[src/rtl/keypad_scanner_if.sv]
// Keypad matrix interface: column drive, row sense and the decoded key outputs.
// master = scanner side, slave = keypad/consumer side.
interface keypad_scanner_if #(
    parameter int ROWS = 4,
    parameter int COLS = 4
);
    localparam int CODE_W = (ROWS * COLS > 1) ? $clog2(ROWS * COLS) : 1;

    logic [ROWS-1:0]   row;
    logic [COLS-1:0]   col;
    logic [CODE_W-1:0] key_code;
    logic              key_valid;
    logic              key_release;
    logic              key_held;
    logic              multi_key;

    modport master (
        input  row,
        output col, key_code, key_valid, key_release, key_held, multi_key
    );

    modport slave (
        output row,
        input  col, key_code, key_valid, key_release, key_held, multi_key
    );
endinterface

[src/rtl/keypad_scanner.sv]
// Matrix keypad scanner: rotates a one-cold column drive, debounces the row
// pattern on prescaler ticks and reports press/release of the frozen key.
//
// state           | meaning
// ST_SCAN         | rotating columns, waiting for any low row
// ST_DEBOUNCE     | column frozen, counting matching press ticks
// ST_HELD         | key confirmed, waiting for all rows high
// ST_REL_DEBOUNCE | counting all-high ticks to confirm release
module keypad_scanner #(
    parameter int ROWS     = 4,
    parameter int COLS     = 4,
    parameter int SCAN_DIV = 50000,
    parameter int DEBOUNCE = 8
) (
    input  logic              clk,
    input  logic              rst,
    keypad_scanner_if.master  kp
);
    localparam int CODE_W = (ROWS * COLS > 1) ? $clog2(ROWS * COLS) : 1;
    localparam int CW     = $clog2(COLS);
    localparam int RW     = (ROWS > 1) ? $clog2(ROWS) : 1;
    localparam int PW     = $clog2(SCAN_DIV);

    typedef enum logic [1:0] {
        ST_SCAN,
        ST_DEBOUNCE,
        ST_HELD,
        ST_REL_DEBOUNCE
    } state_t;

    state_t            state, state_nxt;
    logic [ROWS-1:0]   row_m, row_s;
    logic [PW-1:0]     pre;
    logic              tick;
    logic [CW-1:0]     col_idx, col_idx_nxt, col_next;
    logic [7:0]        cnt, cnt_nxt, cnt_inc;
    logic [ROWS-1:0]   cap, cap_nxt;
    logic [CODE_W-1:0] code, code_nxt;
    logic              held, held_nxt;
    logic              multi, multi_nxt;
    logic              valid, valid_nxt;
    logic              rel, rel_nxt;
    logic              press_ok, release_ok;
    logic              row_all_high;
    logic [RW-1:0]     low_row;
    logic [3:0]        low_count;
    logic [31:0]       code_full;

    // row is asynchronous to clk
    always_ff @(posedge clk or negedge rst) begin
        if (!rst) begin
            row_m <= '1;
            row_s <= '1;
        end else begin
            row_m <= kp.row;
            row_s <= row_m;
        end
    end

    always_ff @(posedge clk or negedge rst) begin
        if (!rst) begin
            pre <= '0;
        end else if (tick) begin
            pre <= '0;
        end else begin
            pre <= pre + PW'(1);
        end
    end

    assign tick         = (pre == PW'(SCAN_DIV - 1));
    assign row_all_high = &row_s;
    assign col_next     = (col_idx == CW'(COLS - 1)) ? '0 : col_idx + CW'(1);
    assign cnt_inc      = cnt + 8'd1;

    always_comb begin
        low_row   = '0;
        low_count = '0;
        for (int i = ROWS - 1; i >= 0; i--) begin
            if (!row_s[i]) begin
                low_row   = RW'(i);
                low_count = low_count + 4'd1;
            end
        end
    end

    assign code_full = 32'(low_row) * 32'(COLS) + 32'(col_idx);

    always_ff @(posedge clk or negedge rst) begin
        if (!rst) begin
            state   <= ST_SCAN;
            col_idx <= '0;
            cnt     <= '0;
            cap     <= '1;
            code    <= '0;
            held    <= 1'b0;
            multi   <= 1'b0;
            valid   <= 1'b0;
            rel     <= 1'b0;
        end else begin
            state   <= state_nxt;
            col_idx <= col_idx_nxt;
            cnt     <= cnt_nxt;
            cap     <= cap_nxt;
            code    <= code_nxt;
            held    <= held_nxt;
            multi   <= multi_nxt;
            valid   <= valid_nxt;
            rel     <= rel_nxt;
        end
    end

    always_comb begin
        state_nxt   = state;
        col_idx_nxt = col_idx;
        cnt_nxt     = cnt;
        cap_nxt     = cap;
        code_nxt    = code;
        held_nxt    = held;
        multi_nxt   = multi;
        valid_nxt   = 1'b0;
        rel_nxt     = 1'b0;
        press_ok    = 1'b0;
        release_ok  = 1'b0;

        if (tick) begin
            case (state)
                ST_SCAN: begin
                    if (row_all_high) begin
                        col_idx_nxt = col_next;
                    end else begin
                        cap_nxt   = row_s;
                        cnt_nxt   = 8'd1;
                        state_nxt = ST_DEBOUNCE;
                        press_ok  = (DEBOUNCE == 1);
                    end
                end
                ST_DEBOUNCE: begin
                    if (row_s == cap) begin
                        cnt_nxt  = cnt_inc;
                        press_ok = (cnt_inc == 8'(DEBOUNCE));
                    end else begin
                        state_nxt   = ST_SCAN;
                        col_idx_nxt = col_next;
                    end
                end
                ST_HELD: begin
                    if (row_all_high) begin
                        cnt_nxt    = 8'd1;
                        state_nxt  = ST_REL_DEBOUNCE;
                        release_ok = (DEBOUNCE == 1);
                    end
                end
                ST_REL_DEBOUNCE: begin
                    if (row_all_high) begin
                        cnt_nxt    = cnt_inc;
                        release_ok = (cnt_inc == 8'(DEBOUNCE));
                    end else begin
                        state_nxt = ST_HELD;
                    end
                end
                default: state_nxt = ST_SCAN;
            endcase
        end

        // on confirmation row_s equals the captured pattern
        if (press_ok) begin
            state_nxt = ST_HELD;
            valid_nxt = 1'b1;
            held_nxt  = 1'b1;
            code_nxt  = code_full[CODE_W-1:0];
            multi_nxt = (low_count > 4'd1);
        end
        if (release_ok) begin
            state_nxt   = ST_SCAN;
            rel_nxt     = 1'b1;
            held_nxt    = 1'b0;
            multi_nxt   = 1'b0;
            col_idx_nxt = col_next;
        end
    end

    assign kp.col         = ~({{(COLS - 1){1'b0}}, 1'b1} << col_idx);
    assign kp.key_code    = code;
    assign kp.key_valid   = valid;
    assign kp.key_release = rel;
    assign kp.key_held    = held;
    assign kp.multi_key   = multi;
endmodule

[src/flat_wrapper.sv]
// flat-port wrapper written by rule: the top's interface ports become plain ports
module keypad_scanner_flat 
#(
    parameter int ROWS     = 4,
    parameter int COLS     = 4,
    parameter int SCAN_DIV = 50000,
    parameter int DEBOUNCE = 8
)
  (clk, rst, kp_row, kp_col, kp_key_code, kp_key_valid, kp_key_release, kp_key_held, kp_multi_key);
  keypad_scanner_if #(.ROWS(ROWS), .COLS(COLS)) kp_i ();
  input  logic clk;
  input  logic rst;
  input wire logic [$bits(kp_i.row)-1:0] kp_row;
  output wire logic [$bits(kp_i.col)-1:0] kp_col;
  output wire logic [$bits(kp_i.key_code)-1:0] kp_key_code;
  output wire logic [$bits(kp_i.key_valid)-1:0] kp_key_valid;
  output wire logic [$bits(kp_i.key_release)-1:0] kp_key_release;
  output wire logic [$bits(kp_i.key_held)-1:0] kp_key_held;
  output wire logic [$bits(kp_i.multi_key)-1:0] kp_multi_key;
  assign kp_i.row = kp_row;
  assign kp_col = kp_i.col;
  assign kp_key_code = kp_i.key_code;
  assign kp_key_valid = kp_i.key_valid;
  assign kp_key_release = kp_i.key_release;
  assign kp_key_held = kp_i.key_held;
  assign kp_multi_key = kp_i.multi_key;
  keypad_scanner #(.ROWS(ROWS), .COLS(COLS), .SCAN_DIV(SCAN_DIV), .DEBOUNCE(DEBOUNCE)) u_core (.clk(clk), .rst(rst), .kp(kp_i));
endmodule
[config.mk]
export PLATFORM = sky130hd
export DESIGN_NAME = keypad_scanner_flat
export DESIGN_NICKNAME = d
export VERILOG_FILES = /design/src/rtl/keypad_scanner_if.sv /design/src/rtl/keypad_scanner.sv /design/src/flat_wrapper.sv
export SDC_FILE = /design/constraint.sdc
export NUM_CORES = 1
export LEC_CHECK = 0
export BUFFER_PORTS_ARGS = -buffer_cell sky130_fd_sc_hd__buf_2
export CAP_MARGIN = 15
export CORE_ASPECT_RATIO = 1.2
export CORE_MARGIN = 4
export CORE_UTILIZATION = 56
export DETAILED_ROUTE_END_ITERATION = 7
export GPL_TIMING_DRIVEN = 0
export PLACE_DENSITY = 0.79
export SKIP_CTS_REPAIR_TIMING = 1
export SYNTH_ARGS = -nofsm -noshare
export SYNTH_HDL_FRONTEND = slang
export SYNTH_SLANG_ARGS = --single-unit
[constraint.sdc]
create_clock -name clk -period 4.37 [get_ports clk]
set_input_delay 1.311 -clock clk [delete_from_list [all_inputs] [get_ports clk]]
set_output_delay 1.311 -clock clk [all_outputs]
set_load 0.1 [all_outputs]
Word-level counts from Yosys, hierarchy flattened
Cells that the tools add are included.
Widths: inputs -> output; s select.
{"block": "totals", "regBits": 48, "latch_bits": 0, "ram_bits": 0, "mem_bits_ro": 0, "in_bits": 6, "word_cells": 90, "mem_count": 0}
{"block": "classes", "add_sub_neg": 7, "mul": 0, "div": 0, "n_lt_le_gt_ge": 1, "eq_ne": 17, "shifts": 1, "mux": 40, "n_bitwise": 2, "reduce_logical": 10}
{"operator": "$mux 2", "n": 16}
{"operator": "$mux 8", "n": 4}
{"operator": "$pmux 8 s4", "n": 1}
{"operator": "$add 16x1->16 const B", "n": 1}
{"operator": "$eq 16x16->1 const B", "n": 1}
{"operator": "$mux 16", "n": 1}
{"operator": "$mux 1", "n": 13}
{"operator": "$mux 4", "n": 3}
{"operator": "$ne 4x2->1 const B", "n": 3}
{"operator": "$reduce_and 5->1", "n": 2}
{"operator": "$add 4x1->4 const B", "n": 2}
{"operator": "$add 8x1->8 const B", "n": 1}
{"operator": "$eq 8x4->1 const B", "n": 1}
{"operator": "$pmux 2 s4", "n": 1}
{"operator": "$reduce_and 4->1", "n": 2}
{"operator": "$eq 2x2->1 const B", "n": 3}
{"operator": "$ne 2x1->1 const B", "n": 3}
{"operator": "$reduce_bool 3->1", "n": 2}
{"operator": "$add 4x2->4", "n": 1}
{"operator": "$eq 4x4->1", "n": 1}
{"operator": "$gt 4x1->1 const B", "n": 1}
{"operator": "$ne 4x1->1 const B", "n": 1}
{"operator": "$not 4->4", "n": 1}
{"operator": "$pmux 2 s2", "n": 1}
{"operator": "11 further kinds", "n": 12}

Depth between registers and ports, before layout
{"block": "logic_depth", "ltp_word": 10, "depth_mapped": 8, "mapped_depth_nobuf": 8}

Worst setup path after synthesis
Ideal clock, no wire load.
{"block": "synth_timing", "kind": "reg-to-output", "startpoint": "reg u_core.col_idx[0]", "endpoint": "out kp_col[0]", "t_arrival_ns": 1.236, "required_ns": 3.059, "slack_ns": 1.823, "path_stages_with_launch": 4, "n_path_buf": 0, "cell_sequence": "dfrtp_1 inv_1 ha_1 inv_1"}
{"block": "synth_between", "elab_chain_len": 2}
{"item": "from (decl)", "line": "keypad_scanner.sv:35", "source": "logic [CW-1:0] col_idx, col_idx_nxt, col_next;"}
{"item": "from (signal assigned)", "line": "keypad_scanner.sv:101", "source": "col_idx <= col_idx_nxt;"}
{"item": "$shl 1x2->4", "line": "keypad_scanner.sv:182", "source": "assign kp.col = ~({{(COLS - 1){1'b0}}, 1'b1} << col_idx);"}
{"item": "$not 4->4", "line": "keypad_scanner.sv:182"}
{"item": "to (decl)", "line": "flat_wrapper.sv:14", "source": "output wire logic [$bits(kp_i.col)-1:0] kp_col;"}
No other way between the ends.

Worst setup path after layout
Same ends and word-level chain as after synthesis.

==> run summary <==
The flow ran to the end, and the final reports show no timing, DRC or antenna violations. The setup total negative slack is 0 ps. The slowest stage of the critical path is the sky130_fd_sc_hd__dfrtp_1 cell. The total power is 761.2 uW.

The final period utilization is 63.62%. The post-synthesis cell area came out at ~2500 sq um. The via count of the first global-routing pass is between 1.5k and 2k. The compound-cell area share of the yosys netlist came out at around a tenth. The synthesis warning total is 0. The area enclosed by the die boundary is 5649 sq um.

STA puts the critical path data required time at 3060 ps. Among all flip-flop cells after synthesis, the most frequent one is sky130_fd_sc_hd__dfrtp_1. The wire length per cell came out at 13.07 microns. The area added between synthesis and finish is 9.965%.

The count of mapped cells out of synthesis is roughly 230. By startpoint and endpoint, the worst setup path is classified as reg -> out. Summing the areas of all fa, ha and maj instances in the mapped netlist gives 5.949% of the synthesized area. The post-synthesis sequential area ratio came out at 48.19%. The XOR/XNOR share of the synthesized area came out at 6.941%. The worst setup path is launched from a flip-flop. The most numerous cell on the critical path is sky130_fd_sc_hd__inv_1.

The later-pin clock latency in the skew report is about 300 ps. In this run the tightest slew margin relative to its limit is 33.74%. Clock-pin slew was measured on the worst setup and hold paths at roughly 90 ps. After the first detailed-routing iteration, the DRC count stood at 57.

The final hold violation count is 0. The final critical path time including I/O delays and setup came out at 2780 ps. The reported leakage power came out at 1.297 nW.

The total global-route track usage came out at 16.18%. The maximum vdd ir drop came out at 0.0001971 V. The total via count after detailed routing is 1,751. The count of final max-slew check failures came out at 0. The die extent in y is 81.54 microns. The gate family responsible for the most delay along the worst path is buffers and inverters. Max-cap violations in this run came to 0. In this run the power density over the cells is 274.3 nW/um^2. Derived from the worst setup path, the maximum achievable clock frequency is approximately 360 MHz.

The maximum number of pins on one net before global-route repair is 49. For the final database, setup skew stands at 9.958 ps. The count of state elements after synthesis came out at 48.

The final-report setup violation count came out at 0. In this run, synthesis inferred 0 flip-flops with an integrated enable. The floorplan step set the die width to 69.28 microns. The share of cells above drive strength 1 came out at between 20% and 30%.

The area of the core is ~4300 sq um. The count of nets left with antenna violations once routing finished came out at 0. The tree is rooted in a sky130_fd_sc_hd__clkbuf_8. The total iterations of the first detailed-routing run came out at 4. The fraction of registers with async set/reset is 100.0%. Input and output buffers added on the ports amount to 17. The antenna cell count is 0. After synthesis, the largest family of logic cells by area is simple AND/OR/NAND/NOR gates. The worst hold-check path type is reg -> reg. The TritonCTS clock tree is done. The H-tree was split into 2 levels. The starting utilization of the core area came out at 58.77%.

The total clock buffers created by CTS is 5. After synthesis, the mean cell area works out to 10.83 sq um. The critical path contains buffers and inverters numbering 3 combined. The post-detailed-placement half-perimeter wirelength is 2939 microns.

The total number of placement rows is 26. Setup repair after global routing left no endpoint under its margin. The average vias per placed instance is 5.576. The synthesized netlist devotes 19.34% of its cell area to simple gates. The clock drives 48 sinks. The number of buffers on the longest clock path is 2. The biggest fanout along the worst timing path came out at 6.

The first-pass GRT wire length is 7458 microns. The routed wire length came out at 4104 microns. The post-synthesis net count came out at 251. The global-route congestion overflow total came out at 0. The count of nets after finishing is between 200 and 300. The number of antenna violations at the first check in global routing is 0. The weighted congestion reported at the end of routability-driven placement is 0.8096. STA classifies the critical path endpoint as a primary output.

The top-level I/O count is 18. The worst stage delay on the critical path is 430 ps. At the pin with the least slew margin, the transition time is 994.0 ps.

Yosys mapped the design onto 50 distinct sky130hd cell types. Walking the worst path, the cells encountered are inv_1 -> ha_1 -> inv_1 -> buf_2. Multiplexer cells account for slightly above 6% of the synthesized area. For this run, design rule violations remaining after detail routing come to 0. The arrival time at the worst endpoint came out at 1470 ps.
-- routing by layer --
metal	track usage (%)	vias to the layer above	part of all wire [%]
met5	0	-	0
met4	6.250	0	1.5
met3	3.060	5	3.6
li1	-	869	-
met2	29.96	34	49
met1	18.63	843	46
-- final cells by class --
class / count / area, sq um
buffer: 5 / 20.02
clock buffer: 6 / 82.58
clock inverter: 2 / 13.76
fill: 338 / 1519
inverter: 17 / 63.81
multi-input combinational: 163 / 1224
sequential: 48 / 1216
tap: 56 / 70.07
timing repair buffer: 17 / 85.08
-- cells by family after synthesis --
family | count (synthesis)
AOI/OAI and AO/OA | 34
xor gates and xnor gates | 20
adders and majority gates | 12
buffers and inverters | 22
DFF | 48
muxes | 13
and+or+nand+nor | 84
-- cells in the mapped netlist, drive strengths merged, types with 7 or more instances --
library cell | n | area share (%)
o21ai | 11 | 2.2
and3 | 11 | 2.8
dfrtp | 36 | 36
dfstp | 12 | 12
ha | 12 | 5.9
nand4 | 7 | 1.7
mux2 | 12 | 5.8
nor2 | 15 | 2.2
xor2 | 10 | 3.5
nand2 | 16 | 2.4
nand3 | 10 | 2.5
xnor2 | 10 | 3.5
inv | 17 | 2.5
-- state kept, by name (all words and copies together), names as in the netlist --
signal	count
u_core.cap	4
u_core.cnt	8
u_core.col_idx	2
u_core.kp.key_code	4
u_core.kp.key_held	1
u_core.kp.key_release	1
u_core.kp.key_valid	1
u_core.kp.multi_key	1
u_core.pre	16
u_core.row_m	4
u_core.row_s	4
u_core.state	2
-- final timing paths --
path	from	to	slack, ps	depth (start not counted)
worst max register to register	u_core.row_s[2]	u_core.cnt[0]	2080	7
max in group asynchronous	rst	u_core.pre[2]	2580	1
worst max-delay path	u_core.col_idx[0]	kp_col[0]	1590	4
min in group asynchronous	rst	u_core.cnt[2]	1170	1
worst min-delay path	u_core.row_m[3]	u_core.row_s[3]	360	0
worst min register to register	u_core.row_m[3]	u_core.row_s[3]	360	0
-- stage by stage --
stage / cell area, sq um / utilization (%) / cells / worst slack [ps] / hold WS, ps
finish: 2775 / 64.63 / 314 / 1590 / 357.7
global route: 2775 / 64.63 / 314 / 1503 / 365.0
CTS: 2775 / 64.63 / 314 / 1573 / 359.6
detailed placement: 2679 / 62.38 / 306 / 1913 / 346.8
global placement: 2679 / 62.38 / 306 / 1926 / 345.3
floorplan: 2524 / - / 233 / 1823 / 345.2
-- where the power goes --
group	internal [mW]	switching [mW]	leakage, nW
Clock	0.130	0.152	0.0516
Sequential	0.451	0.00363	0.614
Combinational	0.00981	0.0158	0.631
Total	0.590	0.171	1.30
-- cell usage in the layout, fill, tap and decap left out, types with 2 or more instances in the layout --
master                       n
sky130_fd_sc_hd__a2111oi_0   2
sky130_fd_sc_hd__a211o_1     2
sky130_fd_sc_hd__a21oi_1     4
sky130_fd_sc_hd__and2_1      3
sky130_fd_sc_hd__and3_1      9
sky130_fd_sc_hd__and3_2      2
sky130_fd_sc_hd__and4_1      2
sky130_fd_sc_hd__buf_2      18
sky130_fd_sc_hd__clkbuf_1    4
sky130_fd_sc_hd__clkbuf_8    6
sky130_fd_sc_hd__dfrtp_1    36
sky130_fd_sc_hd__dfstp_2    12
sky130_fd_sc_hd__ha_1       12
sky130_fd_sc_hd__inv_1      17
sky130_fd_sc_hd__mux2_2      9
sky130_fd_sc_hd__mux2_4      3
sky130_fd_sc_hd__nand2_1    16
sky130_fd_sc_hd__nand2b_1    3
sky130_fd_sc_hd__nand3_1     9
sky130_fd_sc_hd__nand3b_1    3
sky130_fd_sc_hd__nand4_1     7
sky130_fd_sc_hd__nor2_1     15
sky130_fd_sc_hd__nor3_1      3
sky130_fd_sc_hd__o211ai_1    4
sky130_fd_sc_hd__o21ai_0    10
sky130_fd_sc_hd__o31ai_1     2
sky130_fd_sc_hd__xnor2_1    10
sky130_fd_sc_hd__xor2_1     10
(Power assumes the default switching activity.)
